===== src/rtl/vga_pkg.sv =====
// Shared definitions for the VGA frame-buffer arbiter: default display size,
// host write FIFO geometry and the arbiter state encoding.
package vga_pkg;

    localparam int H_DISPLAY_DEF = 640;
    localparam int V_DISPLAY_DEF = 480;

    localparam int FIFO_DEPTH = 4;
    localparam int FIFO_PTR_W = 2;
    localparam int FIFO_CNT_W = 3;

    typedef enum logic [1:0] {
        ST_IDLE  = 2'd0,
        ST_DISP  = 2'd1,
        ST_DRAIN = 2'd2
    } vga_state_e;

endpackage


===== src/rtl/vga_wr_fifo.sv =====
// Four-entry host write FIFO holding {address, data}; push is ignored when
// full and pop is ignored when empty, so count never leaves 0..FIFO_DEPTH.
module vga_wr_fifo
    import vga_pkg::*;
#(
    parameter int WIDTH = 31
) (
    input  logic                  clk,
    input  logic                  rst,
    input  logic                  push,
    input  logic                  pop,
    input  logic [WIDTH-1:0]      din,
    output logic [WIDTH-1:0]      dout,
    output logic [FIFO_CNT_W-1:0] count
);

    logic [WIDTH-1:0]      mem_r [FIFO_DEPTH];
    logic [FIFO_PTR_W-1:0] wr_ptr_r;
    logic [FIFO_PTR_W-1:0] rd_ptr_r;
    logic [FIFO_CNT_W-1:0] count_r;
    logic                  push_s;
    logic                  pop_s;

    assign push_s = push && (count_r < FIFO_CNT_W'(FIFO_DEPTH));
    assign pop_s  = pop && (count_r != FIFO_CNT_W'(0));
    assign dout   = mem_r[rd_ptr_r];
    assign count  = count_r;

    // Entry storage, cleared on reset so no stale data survives a flush.
    always_ff @(posedge clk or posedge rst) begin
        if (rst) begin
            for (int i = 0; i < FIFO_DEPTH; i++) begin
                mem_r[i] <= {WIDTH{1'b0}};
            end
        end else if (push_s) begin
            mem_r[wr_ptr_r] <= din;
        end
    end

    // Pointers and occupancy; simultaneous push and pop leave count unchanged.
    always_ff @(posedge clk or posedge rst) begin
        if (rst) begin
            wr_ptr_r <= FIFO_PTR_W'(0);
            rd_ptr_r <= FIFO_PTR_W'(0);
            count_r  <= FIFO_CNT_W'(0);
        end else begin
            if (push_s) begin
                wr_ptr_r <= wr_ptr_r + FIFO_PTR_W'(1);
            end
            if (pop_s) begin
                rd_ptr_r <= rd_ptr_r + FIFO_PTR_W'(1);
            end
            case ({push_s, pop_s})
                2'b10:   count_r <= count_r + FIFO_CNT_W'(1);
                2'b01:   count_r <= count_r - FIFO_CNT_W'(1);
                default: count_r <= count_r;
            endcase
        end
    end

endmodule


===== src/rtl/vga_fb_arbiter.sv =====
// Single-port frame-buffer arbiter: display reads win whenever video_on is
// high; buffered host writes drain during blanking. Optional macro
// VGA_FB_STALL_CNT_EN adds a saturating host stall counter output.
module vga_fb_arbiter
    import vga_pkg::*;
#(
    parameter int H_DISPLAY = H_DISPLAY_DEF,
    parameter int V_DISPLAY = V_DISPLAY_DEF,
    parameter int DATA_W    = 12,
    parameter int ADDR_W    = 19
) (
    input  logic              clk,
    input  logic              rst,
    input  logic [9:0]        pixel_x,
    input  logic [9:0]        pixel_y,
    input  logic              video_on,
    input  logic              wr_valid,
    output logic              wr_ready,
    input  logic [9:0]        wr_x,
    input  logic [9:0]        wr_y,
    input  logic [DATA_W-1:0] wr_data,
    output logic [ADDR_W-1:0] mem_addr,
    output logic              mem_re,
    output logic              mem_we,
    output logic [DATA_W-1:0] mem_wdata,
    input  logic [DATA_W-1:0] mem_rdata,
    output logic [DATA_W-1:0] rgb,
    output logic              rgb_valid,
    output logic              err_oob
`ifdef VGA_FB_STALL_CNT_EN
    ,
    output logic [15:0]       stall_cnt
`endif
);

    localparam int          ENTRY_W = ADDR_W + DATA_W;
    localparam logic [31:0] H_LIM   = 32'(H_DISPLAY);
    localparam logic [31:0] V_LIM   = 32'(V_DISPLAY);

    vga_state_e            state_r;
    vga_state_e            next_state_s;
    logic [FIFO_CNT_W-1:0] count_s;
    logic [ENTRY_W-1:0]    head_s;
    logic [ENTRY_W-1:0]    entry_s;
    logic [ADDR_W-1:0]     disp_addr_s;
    logic [ADDR_W-1:0]     host_addr_s;
    logic                  accept_s;
    logic                  oob_s;
    logic                  push_s;
    logic                  pop_s;
    logic                  re_s;
    logic                  we_s;
    logic [ADDR_W-1:0]     addr_s;
    logic [DATA_W-1:0]     wdata_s;

    logic                  mem_re_r;
    logic                  mem_we_r;
    logic [ADDR_W-1:0]     mem_addr_r;
    logic [DATA_W-1:0]     mem_wdata_r;
    logic                  rd_pend_r;
    logic [DATA_W-1:0]     rgb_r;
    logic                  rgb_valid_r;
    logic                  err_oob_r;

    assign disp_addr_s = ADDR_W'(32'(pixel_y) * H_LIM + 32'(pixel_x));
    assign host_addr_s = ADDR_W'(32'(wr_y) * H_LIM + 32'(wr_x));
    assign oob_s       = (32'(wr_x) >= H_LIM) || (32'(wr_y) >= V_LIM);
    assign wr_ready    = (count_s < FIFO_CNT_W'(FIFO_DEPTH));
    assign accept_s    = wr_valid && wr_ready;
    assign push_s      = accept_s && !oob_s;
    assign entry_s     = {host_addr_s, wr_data};

    vga_wr_fifo #(
        .WIDTH (ENTRY_W)
    ) u_wr_fifo (
        .clk   (clk),
        .rst   (rst),
        .push  (push_s),
        .pop   (pop_s),
        .din   (entry_s),
        .dout  (head_s),
        .count (count_s)
    );

    // Arbiter state register.
    always_ff @(posedge clk or posedge rst) begin
        if (rst) begin
            state_r <= ST_IDLE;
        end else begin
            state_r <= next_state_s;
        end
    end

    // Next state: display preempts everything, otherwise drain until empty.
    always_comb begin
        next_state_s = ST_IDLE;
        case (state_r)
            ST_IDLE, ST_DISP, ST_DRAIN: begin
                if (video_on) begin
                    next_state_s = ST_DISP;
                end else if (count_s != FIFO_CNT_W'(0)) begin
                    next_state_s = ST_DRAIN;
                end else begin
                    next_state_s = ST_IDLE;
                end
            end
            default: next_state_s = ST_IDLE;
        endcase
    end

    // Memory command for the cycle being entered; read and write are exclusive.
    always_comb begin
        pop_s   = 1'b0;
        re_s    = 1'b0;
        we_s    = 1'b0;
        addr_s  = {ADDR_W{1'b0}};
        wdata_s = {DATA_W{1'b0}};
        case (next_state_s)
            ST_DISP: begin
                re_s   = 1'b1;
                addr_s = disp_addr_s;
            end
            ST_DRAIN: begin
                pop_s   = 1'b1;
                we_s    = 1'b1;
                addr_s  = head_s[ENTRY_W-1:DATA_W];
                wdata_s = head_s[DATA_W-1:0];
            end
            default: begin
                pop_s = 1'b0;
            end
        endcase
    end

    // Registered memory port.
    always_ff @(posedge clk or posedge rst) begin
        if (rst) begin
            mem_re_r    <= 1'b0;
            mem_we_r    <= 1'b0;
            mem_addr_r  <= {ADDR_W{1'b0}};
            mem_wdata_r <= {DATA_W{1'b0}};
        end else begin
            mem_re_r    <= re_s;
            mem_we_r    <= we_s;
            mem_addr_r  <= addr_s;
            mem_wdata_r <= wdata_s;
        end
    end

    // Read return: data arrives one cycle after mem_re and is registered once more.
    always_ff @(posedge clk or posedge rst) begin
        if (rst) begin
            rd_pend_r   <= 1'b0;
            rgb_r       <= {DATA_W{1'b0}};
            rgb_valid_r <= 1'b0;
        end else begin
            rd_pend_r   <= mem_re_r;
            rgb_valid_r <= rd_pend_r;
            rgb_r       <= rd_pend_r ? mem_rdata : {DATA_W{1'b0}};
        end
    end

    // Sticky out-of-range write flag.
    always_ff @(posedge clk or posedge rst) begin
        if (rst) begin
            err_oob_r <= 1'b0;
        end else if (accept_s && oob_s) begin
            err_oob_r <= 1'b1;
        end
    end

    assign mem_re    = mem_re_r;
    assign mem_we    = mem_we_r;
    assign mem_addr  = mem_addr_r;
    assign mem_wdata = mem_wdata_r;
    assign rgb       = rgb_r;
    assign rgb_valid = rgb_valid_r;
    assign err_oob   = err_oob_r;

`ifdef VGA_FB_STALL_CNT_EN
    logic [15:0] stall_cnt_r;

    // Host stall counter, saturating.
    always_ff @(posedge clk or posedge rst) begin
        if (rst) begin
            stall_cnt_r <= 16'd0;
        end else if (wr_valid && !wr_ready && (stall_cnt_r != 16'hFFFF)) begin
            stall_cnt_r <= stall_cnt_r + 16'd1;
        end
    end

    assign stall_cnt = stall_cnt_r;
`endif

endmodule


===== config.mk =====
export PLATFORM = sky130hd
export DESIGN_NAME = vga_fb_arbiter
export DESIGN_NICKNAME = d
export VERILOG_FILES = /design/src/rtl/vga_pkg.sv /design/src/rtl/vga_wr_fifo.sv /design/src/rtl/vga_fb_arbiter.sv
export SDC_FILE = /design/constraint.sdc
export NUM_CORES = 1
export LEC_CHECK = 0
export ABC_AREA = 1
export CAP_MARGIN = 20
export CORE_UTILIZATION = 50
export DETAILED_ROUTE_END_ITERATION = 7
export PLACE_DENSITY_LB_ADDON = 0.3
export SETUP_SLACK_MARGIN = 0.02
export SLEW_MARGIN = 30
export SYNTH_ARGS = -nofsm -noshare
export SYNTH_HDL_FRONTEND = slang
export SYNTH_SLANG_ARGS = --single-unit

===== constraint.sdc =====
create_clock -name clk -period 6.7 [get_ports clk]
set_clock_uncertainty 0.2 [all_clocks]
set_input_delay 0.67 -clock clk [delete_from_list [all_inputs] [get_ports clk]]
set_output_delay 0.67 -clock clk [all_outputs]
set_load 0.05 [all_outputs]

== After elaboration in Yosys (flattened, before gate mapping) ==
Index checks and enable logic that the tools add are counted.

* Register bits: 181
* Input bits: 68
* Output and inout port bits: 48
* Word-level logic and storage cells: 65

* Add/sub/neg operators: 6
* Multipliers: 2
* Order comparisons: 6
* Eq/ne operators: 6
* Muxes and demuxes: 15
* Bitwise logic cells: 2
* Reductions and logical operators: 12

{| class="wikitable"
|+ Operator list
! kind !! number
|-
| $bwmux 124 || 1
|-
| $mux 31 || 3
|-
| $bmux 31 s2 || 1
|-
| $demux 31 s2 || 1
|-
| $add 19x10->19 || 2
|-
| $pmux 19 s2 || 1
|-
| $mul 10x3->12 const B || 2
|-
| $mux 12 || 2
|-
| $ge 10x10->1 const B || 1
|-
| $ge 10x9->1 const B || 1
|-
| $eq 2x1->1 const B || 3
|-
| $eq 2x2->1 const B || 3
|-
| $ge 3x3->1 const B || 2
|-
| $logic_and 1x1->1 || 6
|-
| $mux 2 || 3
|-
| $not 2->3 || 2
|-
| $pmux 3 s2 || 1
|-
| $add 2x1->2 const B || 2
|-
| $add 3x1->3 const B || 1
|-
| $lt 3x1->1 const B || 1
|-
| $lt 3x3->1 const B || 1
|-
| $reduce_bool 3->1 || 1
|-
| $reduce_or 3->1 || 1
|-
| $sub 3x1->3 const B || 1
|-
| 5 further kinds || 6
|}

== Depth between registers and ports, before layout ==
Gate-level depths: netlist of the first run.

* Depth in word-level cells: 9
* Depth in mapped cells: 17
* Depth with buffers taken out: 17

== By module ==
Synthesis of the first run repeated with hierarchy kept, for this count alone.

* Cells, all modules: 1133
* Area, all modules: 9693.0 sq um

{| class="wikitable"
|+ By module, submodules not included
! module !! instances !! cells each !! area an instance (sq um) !! sequential area each (sq um)
|-
| vga_wr_fifo || 1 || 719 || 6331.1 || 3278.1
|-
| vga_fb_arbiter || 1 || 414 || 3362.0 || 1226.2
|}

== Worst setup path before layout of the first run ==
Ideal clock, no wire load.

* Path type: input -> register
* Start point: input pixel_y[1]
* End point: register mem_addr_r[18], in the netlist mem_addr[18]
* Setup time: 0.117 ns
* Arrival time: 2.486 ns
* Data required time: 6.383 ns
* Setup slack: 3.896 ns
* Cell stages on the path: 12
* Path buffers: 0
* Path through: ha_1 -> ha_1 -> inv_1 -> fa_1 -> xnor2_1 -> nand2_1 -> nor2_1 -> nand3_1 -> nor2_1 -> nand4_1 -> nand3_1 -> nand2_1

* Longest elaborated chain between the ends: 3

{| class="wikitable"
|+ RTL lines
! item !! line !! source
|-
| start: declaration || vga_fb_arbiter.sv:15 || <nowiki>input logic [9:0] pixel_y,</nowiki>
|-
| $mul 10x3->12 || vga_fb_arbiter.sv:65 || <nowiki>assign disp_addr_s = ADDR_W'(32'(pixel_y) * H_LIM + 32'(pixel_x));</nowiki>
|-
| $add 19x10->19 || vga_fb_arbiter.sv:65 ||
|-
| $pmux 19 s2 || vga_fb_arbiter.sv:118 || <nowiki>case (next_state_s)</nowiki>
|-
| named net addr_s[18] || vga_fb_arbiter.sv:53 || <nowiki>logic [ADDR_W-1:0] addr_s;</nowiki>
|-
| end signal: assignment || vga_fb_arbiter.sv:140 || <nowiki>mem_addr_r <= {ADDR_W{1'b0}};</nowiki>
|-
| end signal: assignment || vga_fb_arbiter.sv:145 || <nowiki>mem_addr_r <= addr_s;</nowiki>
|-
| end: declaration || vga_fb_arbiter.sv:58 || <nowiki>logic [ADDR_W-1:0] mem_addr_r;</nowiki>
|}

The timed path passes the listed nets, and every way through them passes these cells.
A chain may end at the register's enable or synchronous reset.

== Final worst setup path of the first run ==
Same ends and word-level chain as after synthesis.

==> results of run 1 <==
-- worst max-delay path, cell delays in order --
cell and delay, ps:
sky130_fd_sc_hd__clkdlybuf4s50_1 480, sky130_fd_sc_hd__ha_1 310, sky130_fd_sc_hd__ha_1 190, sky130_fd_sc_hd__inv_1 70, sky130_fd_sc_hd__fa_1 390, sky130_fd_sc_hd__xnor2_1 260
sky130_fd_sc_hd__nand2_1 80, sky130_fd_sc_hd__nor2_1 190, sky130_fd_sc_hd__nand3_1 150, sky130_fd_sc_hd__nor2_1 220, sky130_fd_sc_hd__nand4_1 110, sky130_fd_sc_hd__nand3_1 90
sky130_fd_sc_hd__nand2_1 50
-- area by class of cell --
type,count,area share
clock buffers,18,0.0390
clock inverters,14,0.0127
inverters,137,0.0472
multi-input cells,751,0.353
flip-flops and latches,180,0.409
well taps,229,0.0260
repair buffers,124,0.113
-- routing by layer --
layer  vias to the layer above  track usage  share of wire
met5                         -            0              0
met3                        28       0.0324          0.043
met4                         0       0.0842          0.016
li1                       3759            -              -
met2                       196        0.411           0.50
met1                      3598        0.311           0.45
-- sequential cells by signal, indices dropped and copies added (netlist names) --
signal and cells:
mem_wdata 12, state_r 2, u_wr_fifo.count 3, u_wr_fifo.wr_ptr_r 2, u_wr_fifo.mem_r 124, rd_pend_r 1
rgb_valid 1, err_oob 1, u_wr_fifo.rd_ptr_r 2, rgb 12, mem_we 1, mem_addr 19
-- cell usage in the layout (no fill, tap or decap), types with 6 or more instances in the layout --
cell type	instances
sky130_fd_sc_hd__nand2_1	363
sky130_fd_sc_hd__dfrtp_1	179
sky130_fd_sc_hd__inv_1	131
sky130_fd_sc_hd__o21ai_0	129
sky130_fd_sc_hd__clkdlybuf4s50_1	115
sky130_fd_sc_hd__a21oi_1	70
sky130_fd_sc_hd__ha_1	43
sky130_fd_sc_hd__nor2_1	35
sky130_fd_sc_hd__nand3_1	33
sky130_fd_sc_hd__clkbuf_16	17
sky130_fd_sc_hd__o21ai_1	9
sky130_fd_sc_hd__a32o_1	9
sky130_fd_sc_hd__xor2_1	8
sky130_fd_sc_hd__nand4_1	7
sky130_fd_sc_hd__buf_4	7
sky130_fd_sc_hd__inv_6	6
-- cells by family after synthesis --
family,after synthesis
compound gates,234
xor+xnor,12
fa+ha+maj,48
buf+inv,184
flops,180
simple gates,457
-- power by group through the flow --
stage / Sequential, mW / Clock (mW) / Combinational [mW]
6_report: 1.74 / 0.974 / 1.89
3_5_place_dp: 1.75 / 0 / 1.88
3_3_place_gp: 1.74 / 0 / 1.84
5_1_grt: 1.79 / 1.02 / 2.10
4_1_cts: 1.74 / 0.985 / 1.90
2_1_floorplan: 2.05 / 0 / 1.01
-- path summary, 6_finish.rpt --
kind / start / end / slack, ps / cells after the start
max: pixel_y[1] / mem_addr[18] / 3550 / 13
min: u_wr_fifo.mem_r[103] / u_wr_fifo.mem_r[103] / 270 / 2
max reg2reg: u_wr_fifo.count[2] / u_wr_fifo.mem_r[27] / 4350 / 6
min reg2reg: u_wr_fifo.mem_r[103] / u_wr_fifo.mem_r[103] / 270 / 2
max in group asynchronous: rst / u_wr_fifo.rd_ptr_r[0] / 4400 / 3
min in group asynchronous: rst / u_wr_fifo.mem_r[44] / 610 / 2
-- through the flow --
step	std cells	hold WS [ps]	setup slack (ps)
3_3_place_gp	1420	248	3240
2_1_floorplan	1115	192	943
4_1_cts	1453	271	3560
5_1_grt	1453	290	3190
6_report	1453	269	3550
3_5_place_dp	1421	253	3130
==> run summary, run 1 <==
The later pin in the worst-skew pair is clocked with a latency of 430 ps. The dominant combinational cell family by area after synthesis is simple AND/OR/NAND/NOR gates. The worst setup path is captured at a flop. The die height is 137 µm. The weighted congestion reported at the end of routability-driven placement came out at 0.848. The register area share after synthesis is 0.491. The cell internal power dissipation is approximately 2.7 mW.

The overall fraction of global-route tracks in use is 0.240. The final count of negative-setup-slack endpoints is 0. The compound-gate portion of the synthesized area is 0.137. The setup TNS after final layout came out at 0 ps. The part of the power in the clock network came out at 0.212.

The post-synthesis to final-layout area growth is 20.0%. The design draws 4.60 mW. The antenna diode count is 0.

The number of remaining DRC errors is 0. The post-layout net count came out at about 1,300. The number of port buffers came out at roughly 120.

The areal power density over the cells came out at 418 nW/µm². The worst path needs 3150 ps of the cycle, external delays included. In this run the post-CTS setup repair buffer count came out at 0.

The combinational share of power is 0.410. The synthesized area divided by synthesized cell count came out at between 8 and 9 µm². Sorting the synthesized cells by area gives the leading types as sky130_fd_sc_hd__dfrtp_1 49%, sky130_fd_sc_hd__nand2_1 15%, sky130_fd_sc_hd__o21ai_0 7.0%. The fraction of power spent switching nets came out at 0.412. The number of max-capacitance violations reported is 0. The hold buffer count at CTS came out at 0.

The flip-flop and latch count after synthesis came out at 180. Counting the buffers created by CTS gives 17. The synthesized design contains 0 enable-type register cells. The cell taking the most area after synthesis is sky130_fd_sc_hd__dfrtp_1.

The kind of start point of the critical path is an input port. The area share of and/or/nand/nor cells after synthesis came out at 0.204. In this run the number of H-tree levels came out at 4.

The run finished with clean final reports. In this run the tightest slew margin relative to its limit is 0.423. At the pin with the least slew margin, the transition time is 866 ps.

The post-detailed-placement cell area is ~10,000 µm². The total wirelength of the detailed-routed design is 21.2 mm. In the final routed layout, each cell accounts on average for approximately 15 µm.

The average via count per standard cell came out at 5.22. The initial antenna violation count came out at 0. The number of sinks driven by the clock tree came out at 180. Data on the critical path arrives at its endpoint at between 3000 and 4000 ps. The initial utilization of the core area, before any placement, comes to 0.510. The XOR/XNOR share of the synthesized area is 0.0115.

The critical path is of the input port to flop type. The total global routing overflow is 0. The number of filler instances in the final layout is 1,584. Dividing the final minimum period by the clock period gives 0.470. The total core area came out at 18,000 µm². The multiplexer share of the synthesized area is 0. TritonCTS built the clock tree.

The data required time at the worst endpoint came out at 6820 ps. The sequential cells in the finished layout cover a total of between 4000 and 5000 µm². The number of rows in the core area is 49. The share of cells above drive strength 1 came out at 0.0523. During synthesis, Yosys emitted a total of 0 warnings. The switching power is about 1.9 mW.

The area share of fa/ha/maj cells after synthesis came out at 0.0696. The most instantiated library cell after synthesis is sky130_fd_sc_hd__nand2_1. The number of slew-limit violations in the final report was 0.

The leakage dissipation is roughly 5.5 nW. The post-synthesis net count came out at 1,231. Counting every instance in the synthesized netlist gives about 1,100.

The path class of the tightest hold or removal check is flop to flop. The final standard cell area without fillers came out at 11,000 µm². Summing all multi-input logic gate instances after layout gives 3880 µm². In this run the clock root is driven by a sky130_fd_sc_hd__clkbuf_16. The commonest cells after synthesis are 363 x sky130_fd_sc_hd__nand2_1, 180 x sky130_fd_sc_hd__dfrtp_1, 132 x sky130_fd_sc_hd__inv_1, 129 x sky130_fd_sc_hd__o21ai_0, 70 x sky130_fd_sc_hd__a21oi_1. VDD sags by at most about 0.00024 V. The fmax came out at between 300 and 400 MHz. The width of the die came out at between 100 and 150 µm. The post-cts repair resize count came out at 0. The clock-pin transition on the worst setup and hold timing paths came out at 70 ps. The number of placed I/O pins is 116. The number of antenna-violating nets in the routed design is 0. Setup repair after global routing left no endpoint under its margin. The global-route wire length before repair is between 30 and 40 mm. The fraction of post-synthesis cell area in the top cell type by area is 0.491. The number of DRC markers in iteration 0 is 492. The final core utilization came out at 0.613. Summed over all nets, the half-perimeter wirelength after detailed placement is ~14 mm. The total die area is 18,900 µm². The via count of the first global-routing pass was 7,263. The maximum clock path buffer count came out at 2. The biggest fanout along the worst timing path came out at 4.

The share of total power dissipated in sequential elements is 0.378. The pin count of the biggest net entering global routing is 99. The total via count in the routed design is 7,581. The most used flip-flop cell after synthesis is sky130_fd_sc_hd__dfrtp_1. The fraction of registers with async set/reset is 1.00. The synthesized netlist occupies a cell area of 9170 µm².

The number of unique standard cell types used by synthesis came out at 37. The final hold violation count came out at 0. The pre-antenna-repair detailed-routing pass consisted of 6 iterations.
Power figures use the tool's default switching activity.
==> run 2, diff against run 1 <==
==> constraint.sdc (replaced) <==
create_clock -name clk -period 2.72 [get_ports clk]
set_clock_uncertainty 0.2 [all_clocks]
set_input_delay 0.272 -clock clk [delete_from_list [all_inputs] [get_ports clk]]
set_output_delay 0.272 -clock clk [all_outputs]
set_load 0.05 [all_outputs]
==> run 2 against run 1 <==
  * Cell count up 3.2%
  * Cell area rose by 4.3%
  * Global-route usage is 0.83 points lower
  * Routed wire length shrank 1.8%
  * Flip-flop and latch count stayed put
  * Non-clock buffer count up 47
==> run summary, run 2 (same netlist as run 1, synthesis figures left out) <==
Counting tap cells, the placed design contains a total of 1,468 instances. The register share of total power is 0.366. The share of cells above drive strength 1 is 0.0936. The switching power came out at 4.76 mW. The data arrival time of the worst path is 2580 ps.

The clock-pin transition on the worst setup and hold timing paths came out at 70 ps. The filler-free cell count of the finished design came out at about 1,500. The commonest non-fill, non-tap cell in the layout is sky130_fd_sc_hd__nand2_1.

The post-placement setup slack is -289 ps. Final hold analysis gives a worst-case slack of between 30 and 40 ps. Summed over all failing endpoints, the final setup total negative slack is 0 ps. The global-route wire length before repair came out at 34.2 mm. The internal portion of the total power is 6.91 mW. The average routed wire per standard cell came out at 13.9 µm.

For this design the top-level I/O count stands at approximately 120. The number of antenna diodes in the final layout is 0. The slack of the critical path came out at 263 ps. Dividing the detail-routed via count by the number of cells gives 5.13. The biggest fanout along the worst timing path is 4. The clock latency reported for the late side of the worst-skew pair is 430 ps.

Summing over every cut layer, the via total after detailed routing is around 7,700. The clock tree root buffer cell is sky130_fd_sc_hd__clkbuf_16. The number of rows in the core area is 49. The initial antenna violation count was 0. The weighted congestion reported at the end of routability-driven placement is about 0.83. Based on the critical path, the design can be clocked at up to 407 MHz.

The number of flip-flops under the largest register name is 124. The H-tree was split into 4 levels. The transition time at the pin with the least slew margin is ~810 ps. In the global route stage, overall resource usage came out at 0.232.

In this run the worst hold path is classified as input port to asynchronous set/reset pin. The number of port buffers came out at 115. The number of DRC markers in iteration 0 came out at 590. The pin count of the biggest net entering global routing came out at a little over 80.

Dividing total power by cell area gives a power density of 1020 nW/µm². The number of max-capacitance violations reported is 0. The part of the power in the clock network is 0.220. The number of remaining DRC errors came out at 0. The post-layout net count is 1,374.

Of the total power, the share spent switching nets is 0.408. The die is 137 µm tall. Summing internal, switching and leakage power gives 11.7 mW.

The tightest slew margin relative to the limit came out at 0.458. Setup repair after global routing left no endpoint under its margin. The number of slew-limit violations in the final report came out at 0. The post-synthesis to final-layout area growth is 25.2%. The total wirelength of the detailed-routed design came out at 20.8 mm.

The maximum clock path buffer count came out at 2. The detail route stage leaves a number of antenna-violating nets equal to 0. At the worst endpoint, the required time is between 2000 and 3000 ps. The setup path with the least slack is of type input port to flop.

The starting utilization of the core area came out at 0.510. The number of iterations in the first detailed-routing pass is 5. The capturing element type of the critical path is a flop. The final hold violation count came to 0.

The total die area came out at 18,900 µm². Post-CTS timing repair inserted 0 buffers for setup. The flow ran to the end, and the final reports show no timing, DRC or antenna violations. The tree built by TritonCTS fans out to 180 sinks.

After layout, the minimum clock period comes to 2460 ps. The share of the cycle needed by the critical path after routing came out at 0.903. The kind of start point of the critical path is an input port. The number of filler instances in the final layout came out at roughly 1,500. The leakage dissipation is about 5.8 nW. In the layout the commonest cells are 363 x sky130_fd_sc_hd__nand2_1, 179 x sky130_fd_sc_hd__dfrtp_1, 131 x sky130_fd_sc_hd__inv_1, 129 x sky130_fd_sc_hd__o21ai_0, 113 x sky130_fd_sc_hd__clkdlybuf4s50_1. TritonCTS built the clock tree. The maximum vdd drop is 0.000652 V.

Of the total power, combinational logic draws 0.413. The final count of negative-setup-slack endpoints is 0. The register name with the most flops is u_wr_fifo.mem_r. The die is 137 µm wide. The via count of the first global-routing pass came out at 7,157. After legalization and detailed placement, the total HPWL measured approximately 14 mm. The total global routing overflow came out at 0. The region available for standard cell placement spans about 18,000 µm². Buffers inserted during clock tree synthesis total 17.
## run 2: cell types whose count changed in the layout (fill, tap and decap cells not counted), sizes merged
cell,previous run,this run
clkinvlp,3,2
clkdlybuf4s50,115,113
inv,144,145
dlymetal6s2s,0,2
bufinv,1,2
clkbuf,18,17
buf,9,56
## run 2: path summary, 6_finish.rpt
check,startpoint,endpoint,slack [ps],depth (start not counted)
setup / recovery,wr_y[2],u_wr_fifo.mem_r[30],260,13
hold / removal,rst,err_oob,30,2
setup reg to reg,state_r[0],u_wr_fifo.count[2],530,9
hold reg to reg,state_r[0],rd_pend_r,220,0
max in group asynchronous,rst,mem_addr[5],1560,3
min in group clk,mem_rdata[2],rgb[2],150,3
## run 2: metal layers
metal	global-route usage	vias up	wire, µm	share of wire
li1	-	3852	-	-
met1	0.314	3593	9630	0.46
met2	0.377	221	9840	0.47
met3	0.0408	25	1060	0.051
met4	0.0739	0	294	0.014
met5	0	-	0	0
## run 2: area by class of cell
cell class / instances / area [µm²] / share of cell area
sequential: 180 / 4510 / 0.392
multi-input combinational: 751 / 3900 / 0.340
timing repair buffer: 171 / 1640 / 0.143
inverter: 137 / 518 / 0.0451
clock buffer: 17 / 425 / 0.0371
tap: 229 / 287 / 0.0250
clock inverter: 15 / 203 / 0.0177
## run 2: per-stage QoR
step / util / cell area, µm²
after floorplan: - / 9170
after global placement: 0.603 / 10800
after detailed placement: 0.603 / 10800
after CTS: 0.638 / 11500
after global routing: 0.639 / 11500
final: 0.639 / 11500
## run 2: power groups by stage
stage	Clock (mW)	Sequential, mW	Combinational, mW
global route	2.71	4.39	5.35
detailed placement	0	4.31	4.77
global placement	0	4.26	4.67
floorplan	0	5.06	2.48
CTS	2.61	4.26	4.82
finish	2.57	4.27	4.82
## run 2: worst max-delay path, cell delays in order
cell                              delay, ps
sky130_fd_sc_hd__clkdlybuf4s50_1        440
sky130_fd_sc_hd__ha_1                   200
sky130_fd_sc_hd__ha_1                   190
sky130_fd_sc_hd__inv_1                   80
sky130_fd_sc_hd__fa_2                   450
sky130_fd_sc_hd__nor2_2                 110
sky130_fd_sc_hd__nand2_1                 70
sky130_fd_sc_hd__nor2_2                 160
sky130_fd_sc_hd__nand3_2                110
sky130_fd_sc_hd__nor2_2                 140
sky130_fd_sc_hd__nand4_1                170
sky130_fd_sc_hd__nand3_1                130
sky130_fd_sc_hd__nand2_1                 50
## run 2: what timing repair did
item / 4_1_cts / 5_1_grt
resized for setup: 0 / 9
hold buffers: 0 / 0
endpoints found under the setup margin: 0 / 18
==> variant: new RTL, settings of run 1 <==
Remove the register `rgb_r`: a continuous assignment takes its place, so the output `rgb` follows one clock earlier.
--- a/src/rtl/vga_fb_arbiter.sv
+++ b/src/rtl/vga_fb_arbiter.sv
@@ -152,12 +152,12 @@
         if (rst) begin
             rd_pend_r   <= 1'b0;
-            rgb_r       <= {DATA_W{1'b0}};
             rgb_valid_r <= 1'b0;
         end else begin
             rd_pend_r   <= mem_re_r;
             rgb_valid_r <= rd_pend_r;
-            rgb_r       <= rd_pend_r ? mem_rdata : {DATA_W{1'b0}};
         end
     end
+
+    assign rgb_r = rd_pend_r ? mem_rdata : {DATA_W{1'b0}};
 
     // Sticky out-of-range write flag.
Behaviour: not the same (Yosys sat finds a counterexample within 4 cycles, from zero or initial values and one cycle with rst high).
==> variant against run 1 <==
Sequential cell count decreased by 12. Setup slack better by 0.023 ns. Critical path depth is 2 higher. Final area shrank 2.1%. Total power shrank 1.0%. Via count decreased by 1.5%. Synthesized area decreased by 3.4%. Wire length decreased by 4.8%.
==> variant: results <==
critical_path:
  worstPathArrival_ns: 3.24
  slowest_delay_ns: 0.46
route:
  wirelength_mm: 20.2
  drt_first_iter_violations: 747
  vias_per_cell: 5.21
global_routing:
  grt_max_degree: 107
  grt_first_pass_wirelength_mm: 34.2
  grt_pass1_vias: 7126
  grt_usage_pct: 23.8
yosys:
  synth_compound_area_share_pct: 14.4
  syn_avg_cell_area_sq_um: 8.04
  yosys-top-cells-count: "nand2_1 (363), dfrtp_1 (168), inv_1 (136)"
  seq_area_frac_synth_pct: 47.5
  synth.distinct_cells: 42
  yosys-top-cells-area: "dfrtp_1 (47%), nand2_1 (15%), o21ai_0 (6.4%)"
  synth_xor_area_share_pct: 1.07
  synth_fa_ha_area_share_pct: 7.21
pwr:
  p_leak_uw: 0.00540
  swShare_pct: 39.6
  worst_ir_drop_vdd_mv: 0.288
  p_clk_uw: 1030
  p_switching_uw: 1800
cells_and_area:
  max_flop_register: "u_wr_fifo.mem_r"
  multi_input_area_sq_um: 3890
  fin_cells: 1433
  drive_gt1_share_pct: 5.30
  nets: 1311
  fill_cells: 1479
place:
  place.gp.congestion: 0.857
  place_area_sq_um: 10100
  dp_worst_setup_slack_ns: 3.12
status:
  status: "finished clean"
variant: changes by cell type after synthesis, moves of 4 or more:
| cell | before | now |
|---|---|---|
| o21ai_1 | 9 | 14 |
| o21ai_0 | 129 | 113 |
| dfrtp_1 | 180 | 168 |
| a21oi_1 | 70 | 62 |
| inv_1 | 132 | 136 |
| nand3_1 | 33 | 29 |
| o21ai_2 | 5 | 0 |
| o211ai_1 | 0 | 13 |
| clkbuf_1 | 17 | 27 |
| buf_6 | 7 | 3 |
variant: critical path, delay by kind of cell:
family | cells | cell delay [ns]
AND/OR/NAND/NOR | 9 | 0.86
buffers and inverters | 2 | 0.54
adder cells (fa/ha/maj) | 3 | 0.98
AO/OA/AOI/OAI | 1 | 0.20
variant: layout make-up:
type	instances	share of cell area, %
Tap cell	225	2.61
Clock inverter	6	1.02
Clock buffer	26	4.82
Timing Repair Buffer	124	11.5
Inverter	139	4.89
Multi-Input combinational cell	745	36.1
Sequential cell	168	39.0
variant: cells by family after synthesis:
logic type      Yosys count
compound gates          229
xor+xnor                 10
buf+inv                 189
simple gates            458
fa+ha+maj                48
flops                   168
variant: layer usage:
layer	up-vias	global-route usage (%)	part of all wire, %
met5	-	0	0
met4	0	6.18	1.2
met3	20	4.88	6.1
met2	245	37.9	45
met1	3488	33.3	48
li1	3712	-	-
variant: final timing paths:
path | start | depth (start not counted) | to | slack, ns
max | wr_y[1] | 15 | u_wr_fifo.mem_r[61] | 3.57
max reg2reg | u_wr_fifo.rd_ptr_r[1] | 4 | mem_addr[7] | 4.05
max in group asynchronous | rst | 3 | u_wr_fifo.rd_ptr_r[0] | 4.62
min | state_r[0] | 0 | rd_pend_r | 0.20
min reg2reg | state_r[0] | 0 | rd_pend_r | 0.20
min in group asynchronous | rst | 2 | u_wr_fifo.mem_r[5] | 0.47
